<file path="src/rtl/decry_stream_loader.sv">
// Byte-stream front end for the combinational AES-128 decryptor: gathers key and
// ciphertext bytes, waits for the decryptor to settle, then holds the plaintext on a valid/ready port.
module decry_stream_loader #(
  parameter int SETTLE_CYCLES = 2
) (
  input  logic         clk,
  input  logic         rst_n,
  input  logic [7:0]   in_byte,
  input  logic         in_valid,
  input  logic         in_is_key,
  output logic         in_ready,
  output logic [0:127] encr_data,
  output logic [0:127] key,
  input  logic [0:127] decryp_data,
  output logic [0:127] out_data,
  output logic         out_valid,
  input  logic         out_ready,
  output logic         key_loaded,
  output logic         drop_pulse,
  output logic         busy,
  output logic [1:0]   dbg_state
);

  localparam logic [1:0] ST_LOAD   = 2'd0;
  localparam logic [1:0] ST_SETTLE = 2'd1;
  localparam logic [1:0] ST_HOLD   = 2'd2;

  // Handshake: a byte moves on a rising edge where in_valid & in_ready; a result
  // moves on a rising edge where out_valid & out_ready. Neither ready depends on its valid.

  logic [1:0]   r_state;
  logic [0:127] r_key;
  logic [0:127] r_data;
  logic [0:127] r_out;
  logic [3:0]   r_key_cnt;
  logic [3:0]   r_data_cnt;
  logic [3:0]   r_settle_cnt;
  logic         r_key_loaded;
  logic         r_out_valid;
  logic         r_drop;
  logic         w_accept;
  logic [6:0]   w_key_base;
  logic [6:0]   w_data_base;

  assign in_ready    = rst_n & (r_state == ST_LOAD);
  assign w_accept    = in_valid & in_ready;
  assign w_key_base  = {r_key_cnt, 3'b000};
  assign w_data_base = {r_data_cnt, 3'b000};

  always_ff @(posedge clk or negedge rst_n) begin
    if (!rst_n) begin
      r_state      <= ST_LOAD;
      r_key        <= '0;
      r_data       <= '0;
      r_out        <= '0;
      r_key_cnt    <= '0;
      r_data_cnt   <= '0;
      r_settle_cnt <= '0;
      r_key_loaded <= 1'b0;
      r_out_valid  <= 1'b0;
      r_drop       <= 1'b0;
    end else begin
      r_drop <= 1'b0;
      case (r_state)
        ST_LOAD: begin
          if (w_accept) begin
            if (in_is_key) begin
              // The key may only change between ciphertext blocks.
              if (r_data_cnt == 4'd0) begin
                r_key[w_key_base +: 8] <= in_byte;
                r_key_cnt              <= r_key_cnt + 4'd1;
                r_key_loaded           <= (r_key_cnt == 4'd15);
              end else begin
                r_drop <= 1'b1;
              end
            end else if (!r_key_loaded) begin
              r_drop <= 1'b1;
            end else begin
              r_data[w_data_base +: 8] <= in_byte;
              r_data_cnt               <= r_data_cnt + 4'd1;
              if (r_data_cnt == 4'd15) begin
                r_settle_cnt <= 4'(SETTLE_CYCLES);
                r_state      <= ST_SETTLE;
              end
            end
          end
        end
        ST_SETTLE: begin
          if (r_settle_cnt != 4'd0) begin
            r_settle_cnt <= r_settle_cnt - 4'd1;
          end else begin
            r_out       <= decryp_data;
            r_out_valid <= 1'b1;
            r_state     <= ST_HOLD;
          end
        end
        ST_HOLD: begin
          if (out_ready) begin
            r_out_valid <= 1'b0;
            r_state     <= ST_LOAD;
          end
        end
        default: r_state <= ST_LOAD;
      endcase
    end
  end

  assign encr_data  = r_data;
  assign key        = r_key;
  assign out_data   = r_out;
  assign out_valid  = r_out_valid;
  assign key_loaded = r_key_loaded;
  assign drop_pulse = r_drop;
  assign busy       = (r_state != ST_LOAD);
  assign dbg_state  = r_state;

endmodule

</file>
<file path="config.mk">
export PLATFORM = sky130hd
export DESIGN_NAME = decry_stream_loader
export DESIGN_NICKNAME = d
export VERILOG_FILES = /design/src/rtl/decry_stream_loader.sv
export SDC_FILE = /design/constraint.sdc
export NUM_CORES = 1
export LEC_CHECK = 0
export BUFFER_PORTS_ARGS = -buffer_cell sky130_fd_sc_hd__buf_2
export CORE_AREA = 2 2 208 210
export CTS_CLUSTER_SIZE = 30
export DETAILED_ROUTE_END_ITERATION = 16
export DIE_AREA = 0 0 210 212
export HOLD_SLACK_MARGIN = 0.1
export PLACE_DENSITY = 0.61
export SLEW_MARGIN = 20
export SYNTH_ARGS = -nofsm -noshare
export SYNTH_HDL_FRONTEND = slang
export SYNTH_SLANG_ARGS = --single-unit
</file>
<file path="constraint.sdc">
create_clock -name clk -period 2.2 [get_ports clk]
set_input_delay 0.22 -clock clk [delete_from_list [all_inputs] [get_ports clk]]
set_output_delay 0.22 -clock clk [all_outputs]
set_load 0.02 [all_outputs]
</file>
* Word-level counts from Yosys, hierarchy flattened *
Index checks and enable logic that the tools add are counted.

cells by class
  add/subtract/negate cells = 5
  eq/ne operators = 11
  shift-type cells = 4
  multiplexer cells = 23
  bitwise logic cells = 6
  reduce and logical (&&, ||, !) cells = 12

operator list
  cell                                                      count
  variable shift 129 x 9 -> 128 bit (first input constant)  2
  variable part select 129 x 9 -> 128 bit                   2
  bitwise mux 128 bit                                       2
  two-way mux 4 bit                                         5
  negation 8 -> 9 bit                                       2
  NOT 7 -> 8 bit                                            2
  two-way mux 2 bit                                         6
  != test 2 bit (second input constant)                     6
  AND reduction 6 bit                                       2
  adder 4 x 1 -> 4 bit (second input constant)              2
  == test 4 bit (second input constant)                     2
  case mux 4 bit (2 select lines)                           1
  AND reduction 4 bit                                       2
  two-way mux 1 bit                                         7
  case mux 2 bit (3 select lines)                           1
  nonzero test 2 bit                                        3
  logical NOT 4 bit                                         1
  nonzero test 4 bit                                        1
  subtractor 4 x 1 -> 4 bit (second input constant)         1
  AND reduction 3 bit                                       1
  bitwise AND 1 bit                                         2
  == test 2 x 1 -> 1 bit (second input constant)            1
  == test 2 bit (second input constant)                     1
  logical NOT 2 bit                                         1
  4 further kinds                                           5

storage, ports and cells
  bits in registers = 401
  input bits = 141
  output and inout bits = 391
  word-level logic and storage cells = 71

* Longest topological paths before layout *
  word-level depth = 6
  mapped depth = 9
  gate-level depth less buffers = 7

* Worst setup path before layout *
Ideal clock, no wire load.

  path kind = flip-flop to flip-flop
  start = register r_data_cnt[0]
  end = register r_key, in the netlist key[24]
  library setup time = 0.125 ns
  arrival = 2.188 ns
  data required time = 2.075 ns
  path slack = -0.113 ns
  stages on the path, launching flop included = 10
  buffers on the path = 4
  period minus slack after synthesis = 2.313 ns
  cells stage by stage = dfrtp_1 > clkbuf_1 > clkinv_1 > ha_1 > clkbuf_1 > and4_1 > buf_6 > buf_12 > nand3b_4 > mux2_4

on the way
  cells in the longest elaborated chain, start to end = 2

RTL lines
  element                               RTL line  source
  start, declared                       36        logic [3:0] r_data_cnt;
  start signal, assigned                80        r_data_cnt <= r_data_cnt + 4'd1;
  logical NOT 4 bit                     69        if (r_data_cnt == 4'd0) begin
  AND reduction 4 bit (no source line)  n/a
  end signal, assigned by index         70        r_key[w_key_base +: 8] <= in_byte;
  end, declared                         32        logic [0:127] r_key;

No other way between the ends.
A chain may end at the register's enable or synchronous reset.

* Worst setup path after layout *
  start = register r_state[0] (netlist: dbg_state[0])
  end = register r_key, in the netlist key[103]

on the way
  cells in the longest elaborated chain, start to end = 4

RTL lines
  element                                 RTL line  source
  start, declared                         31        logic [1:0] r_state;
  start signal, assigned                  52        r_state <= ST_LOAD;
  start signal, assigned                  83        r_state <= ST_SETTLE;
  start signal, assigned                  94        r_state <= ST_HOLD;
  logical NOT 2 bit *                     45, 64
  bitwise AND 1 bit                       45        assign in_ready = rst_n & (r_state == ST_LOAD);
  bitwise AND 1 bit                       46        assign w_accept = in_valid & in_ready;
  AND reduction 4 bit (no source line) *  n/a

Every way passes the cells marked *; elsewhere a longest branch is shown, timed or not.

==> impl_metrics.yaml <==
final_layout:
  fin_nets: 1873
  drive_above_1_share_pct: 59.9
  areaGrowthSynthToFinish_pct: 38.5
  fillerInstances: 3625
power:
  intPower_mw: 14.4
  leakage_nw: 12.1
  p_comb_share_pct: 25.0
  switching_share_pct: 32.1
  irDropWorstVdd_v: 0.000599
  sequentialPowerShare_pct: 41.5
  power_mw: 21.2
  powerDensity_nw_per_um2: 952
  p_sw_mw: 6.82
  p_clk_share_pct: 33.4
critical_path:
  crit_arrival_ns: 2.47
  critPathLaunchType: "flip-flop"
  crit_buf_inv: 1
  cp_slowest_cell: "dfrtp_1"
  critPathTopFamily: "simple AND/OR/NAND/NOR gates"
  path_cells: "and4bb_1 > and4_2 > buf_12 > nand4_2 > mux2_2"
  cp-end-kind: "flip-flop"
  worstPathMaxFanout: 23
  reg2reg_slack_ns: 0.17
  cp.required_ns: 2.64
  slowest_delay_ns: 0.39
  setup.worst_path.class: "reg2reg"
synth:
  synthArstFlopShare_pct: 100
  ys_ff_latch: 401
  ys.flop_type: "dfrtp_1"
  synth_top_area_share_pct: 62.3
  synth_top_area_cell: "dfrtp_1"
  netlist_instances: 1010
  synth_edf_count: 0
  netlist_area_um2: 16100
  syn_nets: 1164
  ys_types: 44
  synthTopCellsByArea: "dfrtp_1, mux2_2, and2_1"
  yosysSeqAreaShare_pct: 62.3
  avgSynthCellArea_um2: 15.9
  yosysWarnings: 0
place:
  place.gp.congestion: 0.796
  portBuffers: 531
  dp_hpwl_mm: 37.3
sta:
  tns_ns: 0
  finalMaxSlewViolations: 0
  period_needed_ns: 2.03
  tightestPinTransition_ns: 0.865
  rsz0062_at_grt: "no"
  slew-limit-headroom_pct: 42.4
  hold_viol: 0
  min_period_over_period_pct: 92.1
  finalClockSkew_ns: 0.0253
  setup_viol: 0
  max_freq_mhz: 493
detailed_routing:
  vias_per_cell: 4.87
  wirelength_mm: 51.1
  ant_nets: 0
  drt_drc_violations_left: 0
  wl_per_cell_um: 22.2
  drt_iter0_drc: 521
  vias: 11200
  dr.pass1.iters: 4
floorplan:
  core-area_um2: 42500
  die_h_um: 212
  std_cell_rows: 76
  ioPinCount: 532
  die_w_um: 210
  die_area_um2: 44500
  start_util_pct: 37.9
clocking:
  cts_tree: "built"
  postCtsSetupBuffers: 0
  cts.repair.resized: 0
  root_buffer: "clkbuf_16"
  cts_sinks: 401
  clk_path_buf_depth: 3
  h-tree-depth: 2
  cts_made_buffers: 43
  worstSkewPairLatency_ns: 0.58
  path_clk_slew_ns: 0.06
grt:
  gr-total-overflow: 0
  antenna_found_initial: 10
  grt_pass1_wl_mm: 75.9
  grt_max_degree: 138
  track_usage_pct: 22.7
  grt_pass1_vias: 12000
hold_path:
  hold_path.class: "in2reg"
status:
  status: "finished, final reports clean"
job:
  drv_cap: 0
## synthesized netlist by cell type, types with 2 or more instances
library cell and count:
dfrtp_1 401, mux2_2 375, and2_1 49, and3_1 32, buf_2 14, ha_1 13, inv_1 11, nand3_2 11
nand3_4 11, nor2_1 11, nand2_1 9, mux2_4 8, clkbuf_1 7, nand4_2 5, nor2b_1 5, o21ai_0 5
xnor2_1 4, buf_6 3, mux2i_1 3, a21oi_1 2, a221o_1 2, buf_4 2, clkinv_1 2, mux2_1 2
nand3b_2 2, nand3b_4 2, nand4_1 2
## tightest hold or removal path, delay by kind of cell
kind,cells,cell delay (ns)
mux,1,0.14
simple gates,1,0.20
buf+inv,1,0.29
## metal layers
metal	global-route usage (%)	routed length (um)	vias up
met3	6.62	3340	98
met2	39.0	25400	395
met1	27.5	20600	5693
li1	-	-	5007
met5	0	94	-
met4	7.90	1660	14
## flip-flops by register name, indices dropped and copies added (netlist names)
name,count
encr_data,128
key,128
out_data,128
r_data_cnt,4
r_key_cnt,4
r_settle_cnt,4
dbg_state,2
drop_pulse,1
key_loaded,1
out_valid,1
## final timing paths
kind                         startpoint       endpoint  cells after the start
max                        dbg_state[0]       key[103]                      5
min                          in_byte[2]        key[93]                      3
max reg2reg                dbg_state[0]       key[103]                      5
min reg2reg                     key[63]        key[63]                      1
max in group asynchronous         rst_n  out_data[103]                      3
min in group asynchronous         rst_n   out_data[67]                      3
## through the flow
stage	instance area (um2)	util, %	worst slack, ns	instances	hold slack [ns]
after global placement	19600	46.1	0.223	2088	0.451
final	22300	52.4	0.173	2301	0.325
after floorplan	16100	-	0.00934	1010	-0.0756
after detailed placement	19600	46.1	0.171	2088	0.455
after CTS	22300	52.4	0.133	2297	0.304
after global routing	22300	52.4	0.0243	2300	0.342
## cells in the final DEF (no fill, tap or decap), drive strengths merged, types with 5 or more instances in the layout
| master | n |
|---|---|
| and2 | 49 |
| and3 | 32 |
| buf | 560 |
| clkbuf | 60 |
| clkinv | 15 |
| dfrtp | 401 |
| dlygate4sd3 | 132 |
| ha | 13 |
| inv | 12 |
| mux2 | 385 |
| nand2 | 9 |
| nand3 | 23 |
| nand4 | 8 |
| nor2 | 12 |
| nor2b | 5 |
| o21ai | 5 |
## cell families (layout without fill, tap and decap cells)
group	Yosys count	in the layout	synth area share, %
compound gates	11	11	0.451
xor+xnor	4	4	0.218
fa+ha+maj	13	13	1.01
buf+inv	41	782	1.35
flops	401	401	62.3
mux	388	388	27.3
other cells	0	4	0
simple gates	152	152	7.34
## cell type report
cell class                 count  area, um2  area share, %
multi-input combinational    568       5860           26.3
inverter                      13       50.0          0.225
clock inverter                17        156          0.702
sequential                   401      10000           45.0
timing repair buffer         692       4280           19.2
antenna                        4       10.0         0.0449
clock buffer                  60       1220           5.48
tap                          546        683           3.06
## timing repair
action	in CTS	in global routing
hold buffers	132	0
endpoints found under the hold margin	532	0
endpoints found under the setup margin	0	0
## power by group through the flow
stage | clock network, mW | registers [mW] | logic [mW]
2_1_floorplan | 0 | 9.83 | 2.02
3_3_place_gp | 0 | 8.89 | 5.08
3_5_place_dp | 0 | 8.93 | 5.17
4_1_cts | 7.29 | 8.80 | 5.38
5_1_grt | 7.57 | 8.91 | 5.70
6_report | 7.09 | 8.81 | 5.31
(Power assumes the default switching activity.)
